### src/rtl/affinex_pkg.sv
// Purpose : shared types and helpers for the affine datapath stages.
// Latency : n/a (types, constants, combinational helpers only).
// Backpr. : n/a.
// Contents: accumulator FSM state enum, accumulator width helper, saturate-to-width helper.
package affinex_pkg;

   typedef enum logic [1:0] {
      IDLE  = 2'd0,
      ACC   = 2'd1,
      ROUND = 2'd2,
      OUT   = 2'd3
   } state_e;

   // Two product-width terms plus 3 guard bits: sums of up to 4 products
   // plus the shifted offset never wrap.
   function automatic int accw(input int width);
      return 2 * width + 3;
   endfunction

   // Widest value the saturate helper accepts; callers sign-extend into it.
   localparam int SAT_MAXW = 64;

   typedef struct packed {
      logic                        sat;
      logic signed [SAT_MAXW-1:0]  val;
   } sat_res_t;

   // Clip a signed value to the signed range of 'width' bits (width >= 2).
   function automatic sat_res_t saturate(input logic signed [SAT_MAXW-1:0] v,
                                         input int                         width);
      logic signed [SAT_MAXW-1:0] hi;
      logic signed [SAT_MAXW-1:0] lo;
      sat_res_t                   res;
      hi = (64'sd1 <<< (width - 1)) - 64'sd1;
      lo = -(64'sd1 <<< (width - 1));
      if (v > hi) begin
         res.sat = 1'b1;
         res.val = hi;
      end else if (v < lo) begin
         res.sat = 1'b1;
         res.val = lo;
      end else begin
         res.sat = 1'b0;
         res.val = v;
      end
      return res;
   endfunction

endpackage

### src/rtl/affine_accum_if.sv
// Purpose : job/term/result bundle between the multiplier side, the accumulator and writeback.
// Latency : n/a (wiring only).
// Backpr. : result side is valid/ready; term side has no backpressure (strobe only).
// Signals : start_i/offset_i (job start), term_valid_i/term_i (product strobe),
//           busy_o, out_valid_o/out_ready_i/out_o/sat_o (result handshake).
interface affine_accum_if #(
   parameter int WIDTH = 16
);
   logic                 start_i;
   logic [WIDTH-1:0]     offset_i;
   logic                 term_valid_i;
   logic [2*WIDTH-1:0]   term_i;
   logic                 busy_o;
   logic                 out_valid_o;
   logic                 out_ready_i;
   logic [WIDTH-1:0]     out_o;
   logic                 sat_o;

   // Accumulator side.
   modport slave (
      input  start_i, offset_i, term_valid_i, term_i, out_ready_i,
      output busy_o, out_valid_o, out_o, sat_o
   );

   // Job issuer / result consumer side.
   modport master (
      output start_i, offset_i, term_valid_i, term_i, out_ready_i,
      input  busy_o, out_valid_o, out_o, sat_o
   );
endinterface

### src/rtl/affine_accum_round_sat.sv
// Purpose : round-half-up an ACCW-bit fixed-point sum by FRAC bits and clip it to WIDTH bits.
// Latency : combinational.
// Backpr. : none.
// Ports   : acc_i (signed ACCW), out_o (signed WIDTH), sat_o (clip flag).
module round_sat
   import affinex_pkg::*;
#(
   parameter int WIDTH = 16,
   parameter int FRAC  = 8
) (
   input  logic [accw(WIDTH)-1:0] acc_i,
   output logic [WIDTH-1:0]       out_o,
   output logic                   sat_o
);
   localparam int ACCW = accw(WIDTH);
   // Half an LSB of the result; guarded so FRAC=0 never evaluates a negative shift.
   localparam longint HALF = (FRAC > 0) ? (64'sd1 <<< ((FRAC > 0) ? FRAC - 1 : 0)) : 64'sd0;

   logic signed [ACCW:0]          sum;
   logic signed [ACCW:0]          r;
   sat_res_t                      res;
   logic                          unused_hi;

   // One extra bit so adding the half-LSB can never wrap.
   assign sum = $signed({acc_i[ACCW-1], acc_i}) + $signed((ACCW+1)'(HALF));
   assign r   = sum >>> FRAC;
   assign res = saturate(SAT_MAXW'(r), WIDTH);

   assign out_o     = res.val[WIDTH-1:0];
   assign sat_o     = res.sat;
   assign unused_hi = ^res.val[SAT_MAXW-1:WIDTH];
endmodule

### src/rtl/affine_accum.sv
// Purpose : sum NTERMS signed products plus (offset <<< FRAC), round away FRAC bits, saturate to WIDTH.
// Latency : out_valid_o rises two cycles after the cycle carrying the last term strobe.
// Backpr. : result held stable while out_ready_i is low; terms arriving outside ACC are dropped.
// Ports   : clk_i, rst_n (async, active-low), bus (affine_accum_if.slave).
module affine_accum
   import affinex_pkg::*;
#(
   parameter int WIDTH  = 16,
   parameter int FRAC   = 8,
   parameter int NTERMS = 2
) (
   input  logic              clk_i,
   input  logic              rst_n,
   affine_accum_if.slave     bus
);
   localparam int ACCW = accw(WIDTH);
   localparam int CNTW = $clog2(NTERMS + 1);

   state_e               state_q, state_d;
   logic [ACCW-1:0]      acc_q, acc_d;
   logic [CNTW-1:0]      cnt_q, cnt_d;
   logic [WIDTH-1:0]     out_q, out_d;
   logic                 sat_q, sat_d;
   logic                 busy_q, busy_d;
   logic                 out_valid_q, out_valid_d;

   logic [ACCW-1:0]      acc_load;
   logic [ACCW-1:0]      acc_sum;
   logic [WIDTH-1:0]     rs_out;
   logic                 rs_sat;

   assign acc_load = ACCW'($signed(bus.offset_i)) <<< FRAC;
   assign acc_sum  = acc_q + ACCW'($signed(bus.term_i));

   round_sat #(
      .WIDTH (WIDTH),
      .FRAC  (FRAC)
   ) u_round_sat (
      .acc_i (acc_q),
      .out_o (rs_out),
      .sat_o (rs_sat)
   );

   always_comb begin
      state_d = state_q;
      acc_d   = acc_q;
      cnt_d   = cnt_q;
      out_d   = out_q;
      sat_d   = sat_q;
      unique case (state_q)
         IDLE: begin
            if (bus.start_i) begin
               acc_d   = acc_load;
               cnt_d   = '0;
               state_d = ACC;
            end
         end
         ACC: begin
            if (bus.term_valid_i) begin
               acc_d = acc_sum;
               cnt_d = cnt_q + CNTW'(1);
               if (cnt_q == CNTW'(NTERMS - 1)) begin
                  state_d = ROUND;
               end
            end
         end
         ROUND: begin
            out_d   = rs_out;
            sat_d   = rs_sat;
            state_d = OUT;
         end
         OUT: begin
            if (bus.out_ready_i) begin
               state_d = IDLE;
               // Back-to-back: a start in the handshake cycle skips IDLE.
               if (bus.start_i) begin
                  acc_d   = acc_load;
                  cnt_d   = '0;
                  state_d = ACC;
               end
            end
         end
         default: state_d = IDLE;
      endcase
      // Status flags decoded from the next state so they are registered outputs.
      busy_d      = (state_d == ACC) || (state_d == ROUND);
      out_valid_d = (state_d == OUT);
   end

   always_ff @(posedge clk_i or negedge rst_n) begin
      if (!rst_n) begin
         state_q     <= IDLE;
         acc_q       <= '0;
         cnt_q       <= '0;
         out_q       <= '0;
         sat_q       <= 1'b0;
         busy_q      <= 1'b0;
         out_valid_q <= 1'b0;
      end else begin
         state_q     <= state_d;
         acc_q       <= acc_d;
         cnt_q       <= cnt_d;
         out_q       <= out_d;
         sat_q       <= sat_d;
         busy_q      <= busy_d;
         out_valid_q <= out_valid_d;
      end
   end

   assign bus.busy_o      = busy_q;
   assign bus.out_valid_o = out_valid_q;
   assign bus.out_o       = out_q;
   assign bus.sat_o       = sat_q;
endmodule

### src/flat_wrapper.sv
// flat-port wrapper written by rule: the top's interface ports become plain ports
module affine_accum_flat import affinex_pkg::*;
#(
   parameter int WIDTH  = 16,
   parameter int FRAC   = 8,
   parameter int NTERMS = 2
)
  (clk_i, rst_n, bus_start_i, bus_offset_i, bus_term_valid_i, bus_term_i, bus_out_ready_i, bus_busy_o, bus_out_valid_o, bus_out_o, bus_sat_o);
  affine_accum_if #(.WIDTH(WIDTH)) bus_i ();
  input  logic clk_i;
  input  logic rst_n;
  input wire logic [$bits(bus_i.start_i)-1:0] bus_start_i;
  input wire logic [$bits(bus_i.offset_i)-1:0] bus_offset_i;
  input wire logic [$bits(bus_i.term_valid_i)-1:0] bus_term_valid_i;
  input wire logic [$bits(bus_i.term_i)-1:0] bus_term_i;
  input wire logic [$bits(bus_i.out_ready_i)-1:0] bus_out_ready_i;
  output wire logic [$bits(bus_i.busy_o)-1:0] bus_busy_o;
  output wire logic [$bits(bus_i.out_valid_o)-1:0] bus_out_valid_o;
  output wire logic [$bits(bus_i.out_o)-1:0] bus_out_o;
  output wire logic [$bits(bus_i.sat_o)-1:0] bus_sat_o;
  assign bus_i.start_i = bus_start_i;
  assign bus_i.offset_i = bus_offset_i;
  assign bus_i.term_valid_i = bus_term_valid_i;
  assign bus_i.term_i = bus_term_i;
  assign bus_i.out_ready_i = bus_out_ready_i;
  assign bus_busy_o = bus_i.busy_o;
  assign bus_out_valid_o = bus_i.out_valid_o;
  assign bus_out_o = bus_i.out_o;
  assign bus_sat_o = bus_i.sat_o;
  affine_accum #(.WIDTH(WIDTH), .FRAC(FRAC), .NTERMS(NTERMS)) u_core (.clk_i(clk_i), .rst_n(rst_n), .bus(bus_i));
endmodule
### config.mk
export PLATFORM = sky130hd
export DESIGN_NAME = affine_accum_flat
export DESIGN_NICKNAME = d
export VERILOG_FILES = /design/src/rtl/affinex_pkg.sv /design/src/rtl/affine_accum_if.sv /design/src/rtl/affine_accum_round_sat.sv /design/src/rtl/affine_accum.sv /design/src/flat_wrapper.sv
export SDC_FILE = /design/constraint.sdc
export NUM_CORES = 1
export LEC_CHECK = 0
export CORE_ASPECT_RATIO = 0.9
export CORE_MARGIN = 4
export CORE_UTILIZATION = 61
export CTS_CLUSTER_DIAMETER = 200
export DETAILED_ROUTE_END_ITERATION = 16
export GPL_TIMING_DRIVEN = 0
export PLACE_DENSITY = 0.88
export SLEW_MARGIN = 20
export SYNTH_ARGS = -nofsm -noshare
export SYNTH_HDL_FRONTEND = slang
export SYNTH_SLANG_ARGS = --single-unit
### constraint.sdc
create_clock -name clk_i -period 4.69 [get_ports clk_i]
set_clock_uncertainty 0.15 [all_clocks]
set_input_delay 0.469 -clock clk_i [delete_from_list [all_inputs] [get_ports clk_i]]
set_output_delay 0.469 -clock clk_i [all_outputs]
set_load 0.01 [all_outputs]
==> impl_metrics.yaml <==
run_status:
  result_of_the_run: "completed"
setup_path:
  cell_count_of_the_worst_reg_to_reg_path: 11
  crit_family: "compound AO/OA/AOI/OAI gates"
  worstSetupStartpointType: "input pin"
  worst_path_max_delay_cell: "a2111oi_0"
  worst-endpoint-required_ns: 4.79
  crit_fanout: 4
  rr_endpoint: "u_core.acc_q[34]$_DFFE_PN0P_"
  reg2reg_setup_slack_ns: 1.28
  maximum_cell_stage_delay_along_the_critical_path_ns: 0.53
  cp.buffers_inverters: 2
  worst-endpoint-arrival_ns: 3.74
  crit_path_cell_trace: "clkdlybuf4s50_1 -> ha_1 -> inv_1 -> fa_1 -> nor2b_1 -> o31ai_1 -> a211oi_1 -> o21ai_1 -> a2111oi_0 -> o21ai_0 -> and2_1 -> o311ai_1"
  critical_path_class: "in2reg"
  critical_path.reg2reg.startpoint: "u_core.acc_q[0]$_DFFE_PN0P_"
  crit_path_end_kind: "flip-flop"
yosys:
  post_synth.cell_area_avg_sq_um: 7.955
  post_synth_cell_types: 68
  proportion_of_netlist_area_held_by_the_largest_area_contributor_pct: 28.16
  ys_async_sr_fraction_pct: 100.0
  mappedNetlistArea_sq_um: 5155
  number_of_enable_flip_flop_cells_after_synthesis: 0
  post_synth_inst_count: 648
  synth_nets: 739
  synth_area_leaders: "dfrtp_1 28%, ha_1 9.0%, o21ai_0 5.6%"
  postSynth.topFlopCell: "dfrtp_1"
  synth_top_cell_by_area: "dfrtp_1"
  ys_seq_elements: 58
  synthesis.yosys.warnings: 0
  proportion_of_synthesized_chip_area_in_sequential_cells_pct: 28.16
floorplan:
  num_rows: 31
  initial_core_util_pct: 63.29
  die_area_sq_um: 9988
  die_width_um: 104.9
  die_span_in_y_um: 95.21
  io_pins: 72
  placeableCoreArea_sq_um: 8145
drt:
  route.detailed.drc: 0
  drtAntennaViolNets: 0
  viasPerCell: 6.448
  wl_per_cell_um: 18.75
  detailed_route_via_count: 5397
  drt-total-wl_um: 15690
  drt_iter0_drc: 454
  drt_pass1_iterations: 7
sta:
  period_share_pct: 77.70
  setup_viol: 0
  timing_worst_slew_pin_value_ns: 0.7568
  final_hold_viol_count: 0
  rsz0062_at_grt: "no"
  timing.fmax_ghz: 0.2744
  final_max_slew_viol_count: 0
  worst_slew_margin_rel_pct: 49.45
  period_needed_ns: 3.644
  setup_total_negative_slack_ns: 0
placement:
  final_gp_congestion: 0.9828
  hpwl_um: 11890
  placement.io_buffers: 71
min_path:
  min-delay-path-class: "in2async"
clock_network:
  numCtsBuffers: 9
  buffers_inserted_during_post_cts_setup_optimization: 0
  cts_tree: "built"
  cts_root_buffer: "clkbuf_8"
  clkLatencyLatePin_ns: 0.34
  clkTransAtPathRegs_ns: 0.08
  clockBufferDepth: 2
  clock_tree.htree_level_count: 3
  number_of_sinks_driven_by_the_clock_tree: 58
pwr:
  power_density_nw_per_um2: 707.9
  ir_worst_vdd_v: 0.0003576
  power.leakage_nw: 2.622
global_route:
  globalRoute.totalOverflow: 0
  grt_max_degree: 55
  antenna_found_initial: 0
  grt_pass1_wl_um: 25430
  grt.total_usage_pct: 31.90
  first_global_vias: 5269
layout:
  area_growth_syn_to_layout_pct: 20.95
  drive_gt1_share_pct: 6.098
  num_antenna_cells: 0
  nNetsFinal: 824
  postLayoutCoreUtil_pct: 76.54
flow_run:
  max_cap_viols: 0
state kept, by name, summed over array words and instances, names as in the netlist:
name                    cells
u_core.state_q              2
u_core.bus.sat_o            1
u_core.cnt_q                2
u_core.bus.busy_o           1
u_core.bus.out_o           16
u_core.bus.out_valid_o      1
u_core.acc_q               35
placed cells by master, fill, tap and decap left out, types with 5 or more instances in the layout:
cell type,Yosys,routed
nand2b_1,5,5
nand2_1,72,72
a31oi_1,12,12
mux2i_1,5,5
nand4_1,14,14
nand3_1,24,24
o21a_1,6,6
clkbuf_8,0,10
o21ai_1,11,11
nor3_1,12,12
ha_1,37,37
clkdlybuf4s50_1,0,70
clkbuf_1,30,30
a211oi_1,7,7
nor2_1,49,49
nor3b_1,6,6
xnor2_1,26,26
o22ai_1,10,10
a21o_1,13,13
a21oi_1,55,55
inv_1,18,18
and3_1,14,14
dfrtp_1,58,58
o21ai_0,58,58
o22ai_2,9,9
xor2_1,14,14
nor2b_1,10,10
cell usage after synthesis, drive strengths merged, types with 7 or more instances:
cell    number
nand2       73
o21ai       69
dfrtp       58
a21oi       55
nor2        49
ha          37
clkbuf      30
xnor2       26
nand3       25
o22ai       19
inv         18
and3        15
nand4       14
nor3        14
xor2        14
a21o        13
a31oi       12
nor2b       10
a211oi       7
report_power, final:
part           leakage (nW)  total (mW)  switching (mW)  internal [mW]
sequential            0.651        1.05           0.304          0.743
combinational          1.87        2.88            1.69           1.19
clock                 0.103       0.488           0.227          0.261
total                  2.62        4.41            2.22           2.19
worst register-to-register path: cells and delay by family, from the launching register on:
family,cells,cell delay (ns)
compound gates,6,1.77
flops,1,0.35
simple gates,2,0.43
fa+ha+maj,2,0.55
buf+inv,1,0.06
how the worst max path moves through the flow:
stage / slack [ns] / cells past startpoint / from / end
final: 1.05 / 12 / bus_term_i[0] / u_core.acc_q[34]$_DFFE_PN0P_
after floorplan: 1.86 / 11 / bus_term_i[0] / u_core.acc_q[34]$_DFFE_PN0P_
after global routing: 0.94 / 12 / bus_term_i[0] / u_core.acc_q[34]$_DFFE_PN0P_
after CTS: 1.22 / 12 / bus_term_i[0] / u_core.acc_q[34]$_DFFE_PN0P_
after detailed placement: 0.87 / 12 / bus_term_i[0] / u_core.acc_q[34]$_DFFE_PN0P_
after global placement: 0.93 / 12 / bus_term_i[0] / u_core.acc_q[34]$_DFFE_PN0P_
through the flow:
step / hold slack [ns] / cells / cell area (sq um) / setup slack, ns / total power [mW]
floorplan: 0.02341 / 648 / 5155 / 1.864 / 3.016
global placement: 0.3168 / 818 / 5989 / 0.9335 / 3.732
detailed placement: 0.1355 / 819 / 6015 / 0.8714 / 3.838
CTS: 0.3215 / 836 / 6227 / 1.217 / 4.336
global route: 0.3339 / 837 / 6235 / 0.9397 / 4.780
finish: 0.3238 / 837 / 6235 / 1.046 / 4.413
area by class of cell:
class | instances | area (sq um)
Clock buffer | 10 | 137.6
Tap cell | 99 | 123.9
Timing Repair Buffer | 74 | 753.2
Inverter | 18 | 67.56
Clock inverter | 6 | 65.06
Multi-Input combinational cell | 536 | 3487
Fill cell | 606 | 1911
Sequential cell | 58 | 1451
Buffer | 36 | 148.9
kinds of logic (layout without fill, tap and decap cells):
family / Yosys count / after routing / share of synthesized area (%)
AO/OA/AOI/OAI: 219 / 219 / 27.55
XOR/XNOR: 40 / 40 / 6.796
adder cells (fa/ha/maj): 38 / 38 / 9.369
buffers and inverters: 54 / 144 / 4.199
flip-flops: 58 / 58 / 28.16
multiplexers: 8 / 8 / 1.626
AND/OR/NAND/NOR: 231 / 231 / 22.31
layer usage:
layer	vias to the layer above	wire length, um	track usage, %
met2	261	7321	55.18
met4	0	331	10.82
met5	-	0	0
li1	2568	-	-
met1	2531	6677	40.43
met3	37	1363	6.161
repair_timing:
action,in CTS,in global routing
resized for setup,0,0
hold buffers,1,0
endpoints found under the hold margin,4,0
Power figures use the tool's default switching activity.
